### config.mk
export PLATFORM = sky130hd
export DESIGN_NAME = mem_requester
export DESIGN_NICKNAME = d
export VERILOG_FILES = /design/src/rtl/mem_requester.sv
export SDC_FILE = /design/constraint.sdc
export NUM_CORES = 1
export LEC_CHECK = 0
export ABC_AREA = 0
export BUFFER_PORTS_ARGS = -buffer_cell sky130_fd_sc_hd__buf_2
export CAP_MARGIN = 40
export CELL_PAD_IN_SITES_DETAIL_PLACEMENT = 1
export CELL_PAD_IN_SITES_GLOBAL_PLACEMENT = 1
export CORE_UTILIZATION = 47
export DETAILED_ROUTE_END_ITERATION = 6
export PLACE_DENSITY = 0.95
export RECOVER_POWER = 25
export SYNTH_ARGS = -nofsm -noshare
export SYNTH_HDL_FRONTEND = slang
export SYNTH_SLANG_ARGS = --single-unit
### constraint.sdc
create_clock -name i_clk -period 9.55 [get_ports i_clk]
set_input_delay 2.3875 -clock i_clk [delete_from_list [all_inputs] [get_ports i_clk]]
set_output_delay 2.3875 -clock i_clk [all_outputs]
set_load 0.01 [all_outputs]
### src/rtl/mem_requester.sv
// mem_requester: initiator-side client of the memory controller request interface.
// Issues one-cycle wr_en/rd_en pulses for accepted commands and tracks in-flight
// requests in a small tag table where the tag is the request address. Returns are
// matched against the table, forwarded as response pulses, and mismatches are flagged.
// Optional feature: define MEM_REQUESTER_TIMEOUT_EN to age entries and drop any that
// stay outstanding for TIMEOUT cycles, reporting them through err_timeout/err_tag.
module mem_requester #(
    parameter int MAX_OUTSTANDING = 4,
    parameter int TIMEOUT         = 255
) (
    input  logic        i_clk,
    input  logic        i_reset,
    input  logic        i_cmd_valid,
    output logic        o_cmd_ready,
    input  logic        i_cmd_write,
    input  logic [15:0] i_cmd_address,
    input  logic [15:0] i_cmd_data,
    output logic        o_wr_en,
    output logic [15:0] o_wr_address,
    output logic [15:0] o_wr_data,
    output logic        o_rd_en,
    output logic [15:0] o_rd_address,
    input  logic        i_wr_ret_ack,
    input  logic [15:0] i_wr_ret_address,
    input  logic        i_rd_ret_ack,
    input  logic [15:0] i_rd_ret_address,
    input  logic [15:0] i_rd_ret_data,
    output logic        o_rd_resp_valid,
    output logic [15:0] o_rd_resp_address,
    output logic [15:0] o_rd_resp_data,
    output logic        o_wr_resp_valid,
    output logic [15:0] o_wr_resp_address,
    output logic [3:0]  o_outstanding,
    output logic        o_err_unexpected,
    output logic        o_err_timeout,
    output logic [15:0] o_err_tag
);

    localparam int N = MAX_OUTSTANDING;

    logic [N-1:0] r_valid;
    logic [N-1:0] r_isWrite;
    logic [15:0]  r_addr [N];

    logic         w_full;
    logic         w_conflict;
    logic         w_accept;
    logic         w_rdUnexp;
    logic         w_wrUnexp;
    logic [3:0]   w_count;
    logic [N-1:0] w_allocOh;
    logic [N-1:0] w_rdHitOh;
    logic [N-1:0] w_wrHitOh;
    logic [N-1:0] w_timeoutOh;
    logic [N-1:0] w_freeOh;

    logic         r_wrEn;
    logic         r_rdEn;
    logic [15:0]  r_wrAddress;
    logic [15:0]  r_wrData;
    logic [15:0]  r_rdAddress;
    logic         r_rdRespValid;
    logic [15:0]  r_rdRespAddress;
    logic [15:0]  r_rdRespData;
    logic         r_wrRespValid;
    logic [15:0]  r_wrRespAddress;
    logic         r_errUnexpected;

    // Table lookups against registered state: command conflict, return hits, occupancy
    always_comb begin
        w_conflict = 1'b0;
        w_rdHitOh  = '0;
        w_wrHitOh  = '0;
        w_count    = '0;
        for (int i = 0; i < N; i++) begin
            if (r_valid[i]) begin
                if (r_addr[i] == i_cmd_address) begin
                    w_conflict = 1'b1;
                end
                if (i_rd_ret_ack && !r_isWrite[i] && (r_addr[i] == i_rd_ret_address)) begin
                    w_rdHitOh[i] = 1'b1;
                end
                if (i_wr_ret_ack && r_isWrite[i] && (r_addr[i] == i_wr_ret_address)) begin
                    w_wrHitOh[i] = 1'b1;
                end
                w_count = w_count + 4'd1;
            end
        end
    end

    // Lowest clear bit of the valid vector is the slot a new command lands in
    assign w_allocOh   = ~r_valid & (r_valid + N'(1));
    assign w_full      = &r_valid;
    assign o_cmd_ready = !w_full && !w_conflict;
    assign w_accept    = i_cmd_valid && o_cmd_ready;
    assign w_rdUnexp   = i_rd_ret_ack && !(|w_rdHitOh);
    assign w_wrUnexp   = i_wr_ret_ack && !(|w_wrHitOh);
    assign w_freeOh    = w_rdHitOh | w_wrHitOh | w_timeoutOh;

`ifdef MEM_REQUESTER_TIMEOUT_EN
    localparam int AGEW = $clog2(TIMEOUT + 1);

    logic [AGEW-1:0] r_age [N];
    logic            w_anyTimeout;
    logic [15:0]     w_timeoutTag;
    logic            r_errTimeout;
    logic [15:0]     r_errTag;

    // Entries at the age limit expire unless their return arrives on the same edge
    always_comb begin
        w_timeoutOh  = '0;
        w_anyTimeout = 1'b0;
        w_timeoutTag = '0;
        for (int i = N - 1; i >= 0; i--) begin
            if (r_valid[i] && (r_age[i] == AGEW'(TIMEOUT)) && !w_rdHitOh[i] && !w_wrHitOh[i]) begin
                w_timeoutOh[i] = 1'b1;
                w_anyTimeout   = 1'b1;
                w_timeoutTag   = r_addr[i];
            end
        end
    end

    // Per-entry age counters, cleared on allocation and saturating at the limit
    always_ff @(posedge i_clk or posedge i_reset) begin
        if (i_reset) begin
            for (int i = 0; i < N; i++) begin
                r_age[i] <= '0;
            end
        end else begin
            for (int i = 0; i < N; i++) begin
                if (w_accept && w_allocOh[i]) begin
                    r_age[i] <= '0;
                end else if (r_valid[i] && (r_age[i] != AGEW'(TIMEOUT))) begin
                    r_age[i] <= r_age[i] + 1'b1;
                end
            end
        end
    end

    // Sticky timeout flag; the tag keeps the first address that expired
    always_ff @(posedge i_clk or posedge i_reset) begin
        if (i_reset) begin
            r_errTimeout <= 1'b0;
            r_errTag     <= '0;
        end else if (w_anyTimeout) begin
            r_errTimeout <= 1'b1;
            if (!r_errTimeout) begin
                r_errTag <= w_timeoutTag;
            end
        end
    end

    assign o_err_timeout = r_errTimeout;
    assign o_err_tag     = r_errTag;
`else
    assign w_timeoutOh   = '0;
    assign o_err_timeout = 1'b0;
    assign o_err_tag     = '0;
`endif

    // Tag table: allocate into the free slot on accept, release on return or expiry
    always_ff @(posedge i_clk or posedge i_reset) begin
        if (i_reset) begin
            r_valid   <= '0;
            r_isWrite <= '0;
            for (int i = 0; i < N; i++) begin
                r_addr[i] <= '0;
            end
        end else begin
            for (int i = 0; i < N; i++) begin
                if (w_accept && w_allocOh[i]) begin
                    r_valid[i]   <= 1'b1;
                    r_isWrite[i] <= i_cmd_write;
                    r_addr[i]    <= i_cmd_address;
                end else if (w_freeOh[i]) begin
                    r_valid[i] <= 1'b0;
                end
            end
        end
    end

    // Request pulses toward the controller; fields hold their last value when idle
    always_ff @(posedge i_clk or posedge i_reset) begin
        if (i_reset) begin
            r_wrEn      <= 1'b0;
            r_rdEn      <= 1'b0;
            r_wrAddress <= '0;
            r_wrData    <= '0;
            r_rdAddress <= '0;
        end else begin
            r_wrEn <= w_accept && i_cmd_write;
            r_rdEn <= w_accept && !i_cmd_write;
            if (w_accept && i_cmd_write) begin
                r_wrAddress <= i_cmd_address;
                r_wrData    <= i_cmd_data;
            end
            if (w_accept && !i_cmd_write) begin
                r_rdAddress <= i_cmd_address;
            end
        end
    end

    // Completion pulses to the client and the sticky unexpected-return flag
    always_ff @(posedge i_clk or posedge i_reset) begin
        if (i_reset) begin
            r_rdRespValid   <= 1'b0;
            r_rdRespAddress <= '0;
            r_rdRespData    <= '0;
            r_wrRespValid   <= 1'b0;
            r_wrRespAddress <= '0;
            r_errUnexpected <= 1'b0;
        end else begin
            r_rdRespValid <= |w_rdHitOh;
            r_wrRespValid <= |w_wrHitOh;
            if (|w_rdHitOh) begin
                r_rdRespAddress <= i_rd_ret_address;
                r_rdRespData    <= i_rd_ret_data;
            end
            if (|w_wrHitOh) begin
                r_wrRespAddress <= i_wr_ret_address;
            end
            if (w_rdUnexp || w_wrUnexp) begin
                r_errUnexpected <= 1'b1;
            end
        end
    end

    assign o_wr_en           = r_wrEn;
    assign o_rd_en           = r_rdEn;
    assign o_wr_address      = r_wrAddress;
    assign o_wr_data         = r_wrData;
    assign o_rd_address      = r_rdAddress;
    assign o_rd_resp_valid   = r_rdRespValid;
    assign o_rd_resp_address = r_rdRespAddress;
    assign o_rd_resp_data    = r_rdRespData;
    assign o_wr_resp_valid   = r_wrRespValid;
    assign o_wr_resp_address = r_wrRespAddress;
    assign o_outstanding     = w_count;
    assign o_err_unexpected  = r_errUnexpected;

endmodule

==> key figures <==
Clock tree
  • CTS buffer count: 17
  • Clock H-tree levels: 4
  • Clk root buf: clkbuf_16
  • # hold bufs at CTS: 0
  • Largest buffer count on any clock path: 2
  • Worst-path clk slew: 70 ps
  • CTS tree: yes
  • Worst-skew pair later-pin latency: 440 ps
  • Post-CTS setup buffers: 0
  • Cts repair resizes: 0
  • TritonCTS Sinks: 173

STA
  • Final setup fails: 0
  • Relative slew slack: -164%
  • Final worst-path cycle share: 72.1%
  • Top achievable clock speed: 145 MHz
  • RSZ-0062 raised after global routing: no
  • Worst Max-Slew Pin Slew: 3930 ps
  • Final Hold Fails: 0
  • Final Slew Violations: 91
  • Crit path time final: 6880 ps
  • Worst Skew: 15.6 ps
  • Setup_tns: 0 ps

Logic synthesis
  • Mapped cell area: 9370 sq um
  • Top_reg_cell synth: dfrtp_1
  • Synth cell types: 35
  • Synth Instances: 767
  • EDFF count, synth: 0
  • Syn Area/Cell: 12.2 sq um
  • FF+latch count, synth: 173
  • Seq/Total Area, Yosys: 46.2%
  • Fraction of registers with async set or reset after synthesis: 100%
  • Yosys warnings: 0

Status
  • Violated checks: capacitance limit, slew limit
  • Status: finished with violations

Drt
  • ANT nets after route: 0
  • # DRC: 0
  • DR pass1 iterations: 4
  • Vias: 6888
  • Starting DRT DRC Count: 366
  • WL/cell: 25.6 um
  • Drt via density: 5.74
  • Final WL: 30700 um

Worst setup path
  • Max stage delay on crit path: 710 ps
  • Most used cell, CP: buf_2
  • Cell family with most CP delay: simple AND/OR/NAND/NOR gates
  • Worst setup EP type: output port
  • Required @ worst endpoint: 7160 ps
  • Cell chain of the critical path: buf_2, xor2_1, nor4_1, nand4_1, o311ai_4, nor2_1, buf_2
  • CP arrival: 4490 ps
  • CP bufs+invs: 2
  • Startpoint Class: input pin
  • Crit-path slowest cell: o311ai_4
  • Crit Path Max Fanout: 10
  • Crit path kind: in2out

Place
  • GP Congestion: 1.04
  • Placement Cell Area: 10400 sq um
  • Port buffer count: 190
  • Post-DP HPWL: 22800 um

Cells and area
  • Final Instance Area: 11000 sq um
  • Layout area overhead: 17.1%
  • Sequential Area: 4330 sq um
  • Layout cells sized above 1: 43.0%
  • Nets@finish: 1012
  • N_diodes: 0
  • Filler Cell Count: 2082
  • Commonest non-fill, non-tap cell in the layout: buf_2
  • Area of the multi-input gates: 4630 sq um
  • Most frequent cells in the layout: 184 x buf_2, 173 x dfrtp_1, 163 x mux2_2, 99 x xor2_1, 96 x xnor2_1

Power
  • Power Density: 310 nW/um^2
  • Leak: 4.95 nW
  • Peak supply drop: 0.000173 V

Die
  • Row count: 51
  • Chip height: 143 um
  • Die Area: 20500 sq um
  • Core area: 19500 sq um
  • Die W: 143 um
  • Initial Utilization: 48.0%
  • Io pins: 209

GRT
  • Grt ovf: 0
  • Gr usage total: 31.7%
  • First-pass GRT wire length: 46600 um
  • Largest net degree at the start of global routing: 91
  • Vias in the first global route: 7621
  • Initial antenna violation count: 0

Worst hold path
  • HP Class: reg2reg

Run
  • Max cap viols: 1
[final timing paths]
kind	from	slack, ps	to	cells after the start
min reg2reg	o_err_unexpected$_DFFE_PP0P_	480	o_err_unexpected$_DFFE_PP0P_	1
max reg2reg	r_addr[35]$_DFFE_PP0P_	6550	o_wr_address[2]$_DFFE_PP0P_	7
min in group asynchronous	i_reset	3110	o_wr_address[4]$_DFFE_PP0P_	2
max in group asynchronous	i_reset	4120	o_wr_resp_address[15]$_DFFE_PP0P_	4
min	o_err_unexpected$_DFFE_PP0P_	480	o_err_unexpected$_DFFE_PP0P_	1
max	i_cmd_address[11]	2670	o_cmd_ready	7
[per-layer routing]
metal / GRT usage [%] / part of all wire, % / vias to the layer above
li1: - / - / 2922
met3: 6.64 / 6.3 / 93
met1: 38.3 / 40 / 3532
met2: 52.4 / 49 / 341
met4: 18.2 / 5.2 / 0
met5: 0 / 0 / -
[stage by stage]
| stage | hold slack [ps] | std cells | util (%) | setup slack (ps) | power [mW] |
|---|---|---|---|---|---|
| global placement | 465 | 1162 | 52.7 | 2760 | 2.55 |
| finish | 485 | 1200 | 56.2 | 2670 | 3.40 |
| global route | 505 | 1200 | 56.2 | 2550 | 3.54 |
| floorplan | 504 | 784 | - | 2470 | 2.12 |
| CTS | 487 | 1200 | 56.3 | 2690 | 3.39 |
| detailed placement | 470 | 1168 | 53.2 | 2720 | 2.64 |
[worst register-to-register path: stages (launching register included)]
cell and delay (ps):
dfrtp_1 490, xor2_1 220, nor4_1 380, nand4_1 300
o311ai_4 710, nor3_4 90, buf_4 290, mux2_2 410
[cell families after synthesis]
family / Yosys count / synth area share, %
other cells: 1 / 0.0400
flops: 173 / 46.2
simple gates: 136 / 8.86
fa+ha+maj: 4 / 0.534
xor+xnor: 195 / 18.2
buf+inv: 85 / 5.38
mux: 165 / 19.9
compound gates: 8 / 0.868
[final cells by class]
cell class | count | area share (%)
well taps | 265 | 3.02
flip-flops and latches | 173 | 39.5
multi-input cells | 526 | 42.2
repair buffers | 200 | 9.74
inverters | 4 | 0.148
clock buffers | 18 | 3.91
clock inverters | 14 | 1.51
[registers in the layout, indices dropped and copies added, names as in the netlist, 4 cells and up]
register	flops
o_wr_address	16
r_addr	64
r_valid	4
r_isWrite	4
o_wr_data	16
o_wr_resp_address	16
o_rd_resp_address	16
o_rd_address	16
o_rd_resp_data	16
[power breakdown]
part           switching (mW)  internal [mW]  leakage (nW)
clock                   0.349          0.354         0.290
sequential              0.406          0.989          2.15
combinational           0.675          0.629          2.51
[synth_stat cells, types with 2 or more instances]
cell type / instances / area [sq um]
mux2_2: 163 / 1840
nor2b_1: 3 / 18.8
nor2_1: 14 / 52.6
nand4_1: 31 / 194
nor4_1: 28 / 175
buf_2: 19 / 95.1
nor4bb_1: 2 / 20.0
nand4b_1: 4 / 35.0
xnor2_1: 96 / 841
ha_1: 4 / 50.1
nand3_1: 20 / 100
a31o_2: 4 / 35.0
nor3_2: 5 / 50.1
buf_6: 9 / 101
or4_1: 2 / 15.0
dfrtp_1: 173 / 4330
nor3_1: 12 / 60.1
inv_1: 4 / 15.0
clkbuf_1: 27 / 101
buf_4: 25 / 188
xor2_1: 99 / 867
nand2_1: 10 / 37.5
No activity file was read; power rests on OpenSTA's default activity.
